<file path="src/rtl/fifo_pkg.sv">
// Shared constants for the FIFO read-side streaming blocks.
package fifo_pkg;
  localparam int DEF_FIFO_DATA_WIDTH = 8;
  localparam int SKID_DEPTH          = 2;
  typedef logic [1:0] skid_cnt_t;
endpackage

</file>
<file path="src/rtl/fifo_rd_skid_buf.sv">
// Two-entry in-order skid storage: push appends at tail, pop drops head.
// Caller guarantees no push into a full buffer without a same-cycle pop.
module fifo_rd_skid_buf
  import fifo_pkg::*;
#(
  parameter int W = DEF_FIFO_DATA_WIDTH
) (
  input  logic         clk,
  input  logic         reset,
  input  logic         push,
  input  logic         pop,
  input  logic [W-1:0] din,
  output logic [W-1:0] head,
  output skid_cnt_t    count
);

  logic [W-1:0] mem [SKID_DEPTH];
  logic         wr_ptr;
  logic         rd_ptr;

  // storage, ring pointers and occupancy; push and pop may coincide
  always_ff @(posedge clk or posedge reset) begin
    if (reset) begin
      for (int i = 0; i < SKID_DEPTH; i++) mem[i] <= '0;
      wr_ptr <= 1'b0;
      rd_ptr <= 1'b0;
      count  <= '0;
    end else begin
      if (push) begin
        mem[wr_ptr] <= din;
        wr_ptr      <= ~wr_ptr;
      end
      if (pop) rd_ptr <= ~rd_ptr;
      count <= count + {1'b0, push} - {1'b0, pop};
    end
  end

  assign head = mem[rd_ptr];

endmodule

</file>
<file path="src/rtl/fifo_rd_stream.sv">
// Converts a registered-read FIFO into a valid/ready stream.
// Optional word_count handshake counter: define FIFO_RD_STREAM_CNT_EN.
module fifo_rd_stream
  import fifo_pkg::*;
#(
  parameter int FIFO_DATA_WIDTH = DEF_FIFO_DATA_WIDTH,
  parameter int CNT_WIDTH       = 16
) (
  input  logic                       clk,
  input  logic                       reset,
  input  logic                       fifo_empty,
  output logic                       fifo_read,
  input  logic [FIFO_DATA_WIDTH-1:0] fifo_read_data,
  output logic                       out_valid,
  input  logic                       out_ready,
  output logic [FIFO_DATA_WIDTH-1:0] out_data
`ifdef FIFO_RD_STREAM_CNT_EN
  ,
  output logic [CNT_WIDTH-1:0]       word_count
`endif
);

  skid_cnt_t count;
  skid_cnt_t occ;
  logic      inflight;
  logic      pop;

  assign pop       = out_valid & out_ready;
  assign out_valid = (count != '0);

  // Slots committed after this edge: buffered words plus the word in
  // flight, minus the one leaving now. Only pop if one slot stays free,
  // so a word arriving next cycle always has room.
  assign occ       = count + {1'b0, inflight} - {1'b0, pop};
  assign fifo_read = !reset && !fifo_empty && (occ < skid_cnt_t'(SKID_DEPTH));

  // a pop accepted this edge delivers its data on the next edge
  always_ff @(posedge clk or posedge reset) begin
    if (reset) inflight <= 1'b0;
    else       inflight <= fifo_read;
  end

  fifo_rd_skid_buf #(.W(FIFO_DATA_WIDTH)) u_buf (
    .clk   (clk),
    .reset (reset),
    .push  (inflight),
    .pop   (pop),
    .din   (fifo_read_data),
    .head  (out_data),
    .count (count)
  );

`ifdef FIFO_RD_STREAM_CNT_EN
  // downstream handshake counter, wraps naturally
  always_ff @(posedge clk or posedge reset) begin
    if (reset)    word_count <= '0;
    else if (pop) word_count <= word_count + 1'b1;
  end
`endif

endmodule
</file>
<file path="config.mk">
export PLATFORM = sky130hd
export DESIGN_NAME = fifo_rd_stream
export DESIGN_NICKNAME = d
export VERILOG_FILES = /design/src/rtl/fifo_pkg.sv /design/src/rtl/fifo_rd_skid_buf.sv /design/src/rtl/fifo_rd_stream.sv
export SDC_FILE = /design/constraint.sdc
export NUM_CORES = 1
export LEC_CHECK = 0
export CAP_MARGIN = 20
export CORE_MARGIN = 5
export CORE_UTILIZATION = 25
export DETAILED_ROUTE_END_ITERATION = 12
export SKIP_LAST_GASP = 1
export SYNTH_ARGS = -nofsm -noshare
export SYNTH_HDL_FRONTEND = slang
export SYNTH_SLANG_ARGS = --single-unit
</file>
<file path="constraint.sdc">
create_clock -name clk -period 2 [get_ports clk]
set_input_delay 0.3 -clock clk [delete_from_list [all_inputs] [get_ports clk]]
set_output_delay 0.3 -clock clk [all_outputs]
set_load 0.01 [all_outputs]
</file>
Word level (Yosys, flattened, before mapping)
Index checks and enable logic that the tools add are counted.

cells by class
  $mul = 0
  eq/ne operators = 0
  bitwise operators = 5
  mux-type cells = 6
  shifts and indexed selects = 0
  reductions and logical operators = 6
  div/mod/pow operators = 0
  add/sub/neg operators = 2
  $lt $le $gt $ge = 4

operators with widths
  kind                                                                          number
  8-bit 2-to-1 mux                                                              4
  16-bit bitwise mux                                                            1
  8-bit demux with 1-bit select                                                 1
  2-bit greater-or-equal comparator, second input constant                      2
  1-bit NOT with 2-bit output                                                   2
  1-bit logical AND                                                             3
  2-bit by 1-bit adder with 2-bit output                                        1
  1-bit logical NOT                                                             2
  2-bit by 1-bit less-than comparator with 1-bit output, second input constant  1
  2-bit less-than comparator, second input constant                             1
  1-bit NOT                                                                     2
  2-bit nonzero test                                                            1
  2-bit by 1-bit subtractor with 2-bit output                                   1
  1-bit AND                                                                     1

word-level totals
  bits in latches = 0
  memory bits (writable) = 0
  input bits = 12
  memories = 0
  logic and storage cells = 29
  output and inout port bits = 10
  ROM bits = 0
  register bits = 21

Logic depth before layout (Yosys ltp)
Gate-level depths: netlist of run 1.

  word-level depth = 6
  mapped depth = 6
  gate-level depth less buffers = 6

Modules after synthesis
A second synthesis of run 1 with hierarchy kept.

second synthesis, totals
  cell total of the unflattened synthesis = 67
  area, all modules = 992.2 um2

modules (own cells, without submodules)
  module            area an instance (um2)  cells an instance  instances  sequential area each (um2)
  fifo_rd_skid_buf  900.9                   57                 1          500.5
  fifo_rd_stream    91.3                    10                 1          25.0

Least setup slack after synthesis of run 1
No wires, ideal clock.

  path kind = register -> output
  start point = reg u_buf.count[0]
  end point = out fifo_read
  required time = 1.700 ns
  cell stages (with the launch flop) = 7
  arrival = 1.449 ns
  slack = 0.251 ns
  path buffers = 0
  path through = dfrtp_1 > o21a_1 > ha_1 > inv_1 > ha_1 > xor3_1 > nor3_2

on the way
  cells in the longest elaborated chain, start to end = 5
  elaborated cells on any way between the ends = 6
  those cells by class = add/sub (2); order compare (1); bitwise (1); reduce/logical (2)

RTL lines
  item                                         line                    RTL
  start: declaration                           fifo_rd_skid_buf.sv:14  output skid_cnt_t count
  start signal: assignment                     fifo_rd_skid_buf.sv:34  count <= count + {1'b0, push} - {1'b0, pop};
  2-bit nonzero test                           fifo_rd_stream.sv:29    assign out_valid = (count != '0);
  1-bit AND                                    fifo_rd_stream.sv:28    assign pop = out_valid & out_ready;
  net pop                                      fifo_rd_stream.sv:26    logic pop;
  2-bit by 1-bit subtractor with 2-bit output  fifo_rd_stream.sv:34    assign occ = count + {1'b0, inflight} - {1'b0, pop};
  net occ[1]                                   fifo_rd_stream.sv:24    skid_cnt_t occ;
  2-bit less-than comparator                   fifo_rd_stream.sv:35    assign fifo_read = !reset && !fifo_empty && (occ < skid_cnt_t'(SKID_DEPTH));
  1-bit logical AND                            fifo_rd_stream.sv:35
  end: declaration                             fifo_rd_stream.sv:12    output logic fifo_read,

The timed path passes the listed nets, and every way through them passes these cells.

Worst setup path after layout of run 1
  start point = in out_ready
  end point = out fifo_read

on the way
  cells in the longest elaborated chain, start to end = 4

RTL lines
  item                                         line                  RTL
  start: declaration                           fifo_rd_stream.sv:15  input logic out_ready,
  1-bit AND                                    fifo_rd_stream.sv:28
  net pop                                      fifo_rd_stream.sv:26
  2-bit by 1-bit subtractor with 2-bit output  fifo_rd_stream.sv:34
  net occ[1]                                   fifo_rd_stream.sv:24
  2-bit less-than comparator                   fifo_rd_stream.sv:35
  1-bit logical AND                            fifo_rd_stream.sv:35

The timed path passes the listed nets, and every way through them passes these cells.

==> results of run 1 <==
## Yosys cell counts
master   count  area [µm²]
xor2_1       2        17.5
mux2_4       8         120
inv_1        3        11.3
o21a_1       1        7.51
nor2b_2      1        8.76
ha_1         2        25.0
buf_2        1        5.00
buf_6        1        11.3
nand2_2      1        6.26
dfrtp_1     21         526
or2_2        1        6.26
nor3_2       1        10.0
mux2_2      16         180
xor3_1       1        23.8
## routing by layer
| metal | up-vias | wire length (µm) | track usage |
|---|---|---|---|
| met5 | - | 0 | 0 |
| met4 | 0 | 36 | 0.0438 |
| met3 | 4 | 60 | 0.0152 |
| met2 | 13 | 899 | 0.136 |
| met1 | 272 | 729 | 0.0880 |
| li1 | 263 | - | - |
## sequential cells by signal, summed over array words and instances, names as in the netlist
| name | flops |
|---|---|
| u_buf.wr_ptr | 1 |
| u_buf.rd_ptr | 1 |
| u_buf.count | 2 |
| u_buf.mem | 16 |
| inflight | 1 |
## worst max-delay path: stages
cell             delay (ps)
clkdlybuf4s50_1         460
o21a_1                  140
ha_1                    230
inv_1                    60
ha_1                    140
xor3_1                  250
nor3_2                  140
clkdlybuf4s15_2         250
## metrics by stage
step	worst slack, ps	TNS, ps	cell area [µm²]	instances
global route	-412	-412	1290	135
finish	-274	-274	1290	135
global placement	-540	-540	1240	131
CTS	-312	-312	1290	135
detailed placement	-610	-610	1240	131
floorplan	251	0	958	60
## repair_timing
item,CTS,global route
hold endpoints to repair,0,0
hold buffers,0,0
endpoints found under the setup margin,9,1
gates resized for setup,4,0
## power by group
| part | switching (mW) | internal, mW |
|---|---|---|
| Combinational | 0.314 | 0.679 |
| Clock | 0.127 | 0.141 |
| Sequential | 0.150 | 0.645 |
## worst paths after layout
kind / start / end / slack [ps] / cells after the start
worst max-delay path: out_ready / fifo_read / -270 / 8
worst max register to register: u_buf.count[0] / inflight / 450 / 6
min in group clk: u_buf.mem[5] / u_buf.mem[5] / 510 / 1
max in group asynchronous: reset / u_buf.rd_ptr / 1350 / 3
worst min register to register: u_buf.mem[5] / u_buf.mem[5] / 510 / 1
worst min-delay path: reset / u_buf.mem[0] / 420 / 3
## layout make-up
| cell class | count | area (µm²) | area share |
|---|---|---|---|
| sequential | 21 | 527 | 0.408 |
| inverter | 3 | 11.3 | 0.00873 |
| clock buffer | 4 | 45.0 | 0.0349 |
| multi-input combinational | 34 | 405 | 0.314 |
| tap | 48 | 60.1 | 0.0466 |
| timing repair buffer | 25 | 241 | 0.187 |
## kinds of logic after synthesis
family,count (synthesis)
flip-flops,21
AO/OA/AOI/OAI,1
multiplexers,24
adder cells (fa/ha/maj),2
buffers and inverters,5
AND/OR/NAND/NOR,4
XOR/XNOR,3
==> key figures, run 1 <==
Logic synthesis
  – Synth Instances: 60
  – Mux share of post-synthesis cell area: 0.313
  – Post-Synth Adder-Cell Area: 0.0261
  – Mapped Nets: 74
  – Synth Area in Simple Gates: 0.0326
  – Synth Area per Inst: 16.0 µm²
  – Xor and xnor area share after synthesis: 0.0431
  – Distinct cells, synth: 14
  – Largest family of logic cells by synthesized area: multiplexers
  – Synth warnings: 0
  – Sequential element share of the synthesized area: 0.548
  – Flops & latches, synth: 21
  – Post-Synthesis Cell Area: 958 µm²
  – Compound-gate portion of the synthesized area: 0.00783

Timing
  – RSZ-0062 raised after global routing: yes
  – Measured slew at the worst slew-check pin: 362 ps
  – Clock skew: 5.21 ps
  – Final setup viols: 1
  – Fin. Hold Viols: 0
  – Final worst path period share: 1.14
  – Minimum clock period: 2270 ps
  – Slew headroom: 0.758
  – Peak Freq: 440 MHz
  – Setup ws final: -274 ps
  – Max-slew violations: 0
  – Worst hold slack: 419 ps

Clock network
  – Clock buffer depth: 2
  – CTS root buf: clkbuf_8
  – CTS tree: built
  – TritonCTS Sinks: 21
  – Clock-pin slew on the worst setup and hold paths: 70 ps
  – Setup bufs post-CTS: 0
  – Num CTS Buffers: 3
  – Worst-Skew Late Latency: 250 ps
  – H-tree depth: 1

Run
  – Max_cap viols: 0

Routing
  – DR iter-0 viols: 6
  – Vias: 552
  – Routed Wire Length: 1730 µm
  – Antenna Nets Post-Route: 0
  – First-pass DRT Iterations: 2
  – Vias per cell: 4.09
  – Avg WL per Cell: 12.8 µm
  – Remaining DRCs: 0

Worst hold path
  – Hold Path Class: in2async

Floorplan
  – Placement Rows: 22
  – Die width: 71.9 µm
  – Die H: 71.9 µm
  – Core box area: 3690 µm²
  – Initial Util: 0.260
  – DIE AREA: 5170 µm²
  – IO Count: 22

Global route
  – Global route overflow: 0
  – Number of global-route vias before repair: 684
  – Largest net degree at the start of global routing: 22
  – First-pass GRT wire length: 3100 µm
  – GRT Total Usage: 0.0777
  – Antenna violations before repair: 0

Cells and area
  – Most frequent cells in the layout: 20 x dfrtp_1, 20 x clkdlybuf4s50_1, 16 x mux2_2
  – Area grow syn2layout: 34.6%
  – Layout cells sized above 1: 0.425
  – Final nets: 102
  – Final Util: 0.350
  – Fillers: 384
  – Diodes inserted: 0

Critical path
  – Crit path DAT: 1970 ps
  – Crit. End Element: primary output
  – Critical path peak fanout: 2
  – Worst Path Required: 1700 ps
  – CP Class: in2out
  – Worst setup SP type: input pin

Place
  – Detailed placement HPWL: 1280 µm
  – Port Buf Inserts: 21
  – Routability Congestion: 0.697

Pwr
  – Leak pwr: 0.559 nW
  – Peak VDD IR: 531 µV
  – Total power: 2.06 mW
  – P per Cell Area: 1590 nW/µm²

Outcome
  – Outcome: finished with violations
  – Failing checks: setup timing
Note: power is estimated with default switching activity, not from simulation.
==> inputs of run 2 (changes only) <==
Settings changed: CTS_CLUSTER_SIZE set to 16.
==> results of run 2 <==
The final DEF is identical to that of run 1; final timing and power are the same.
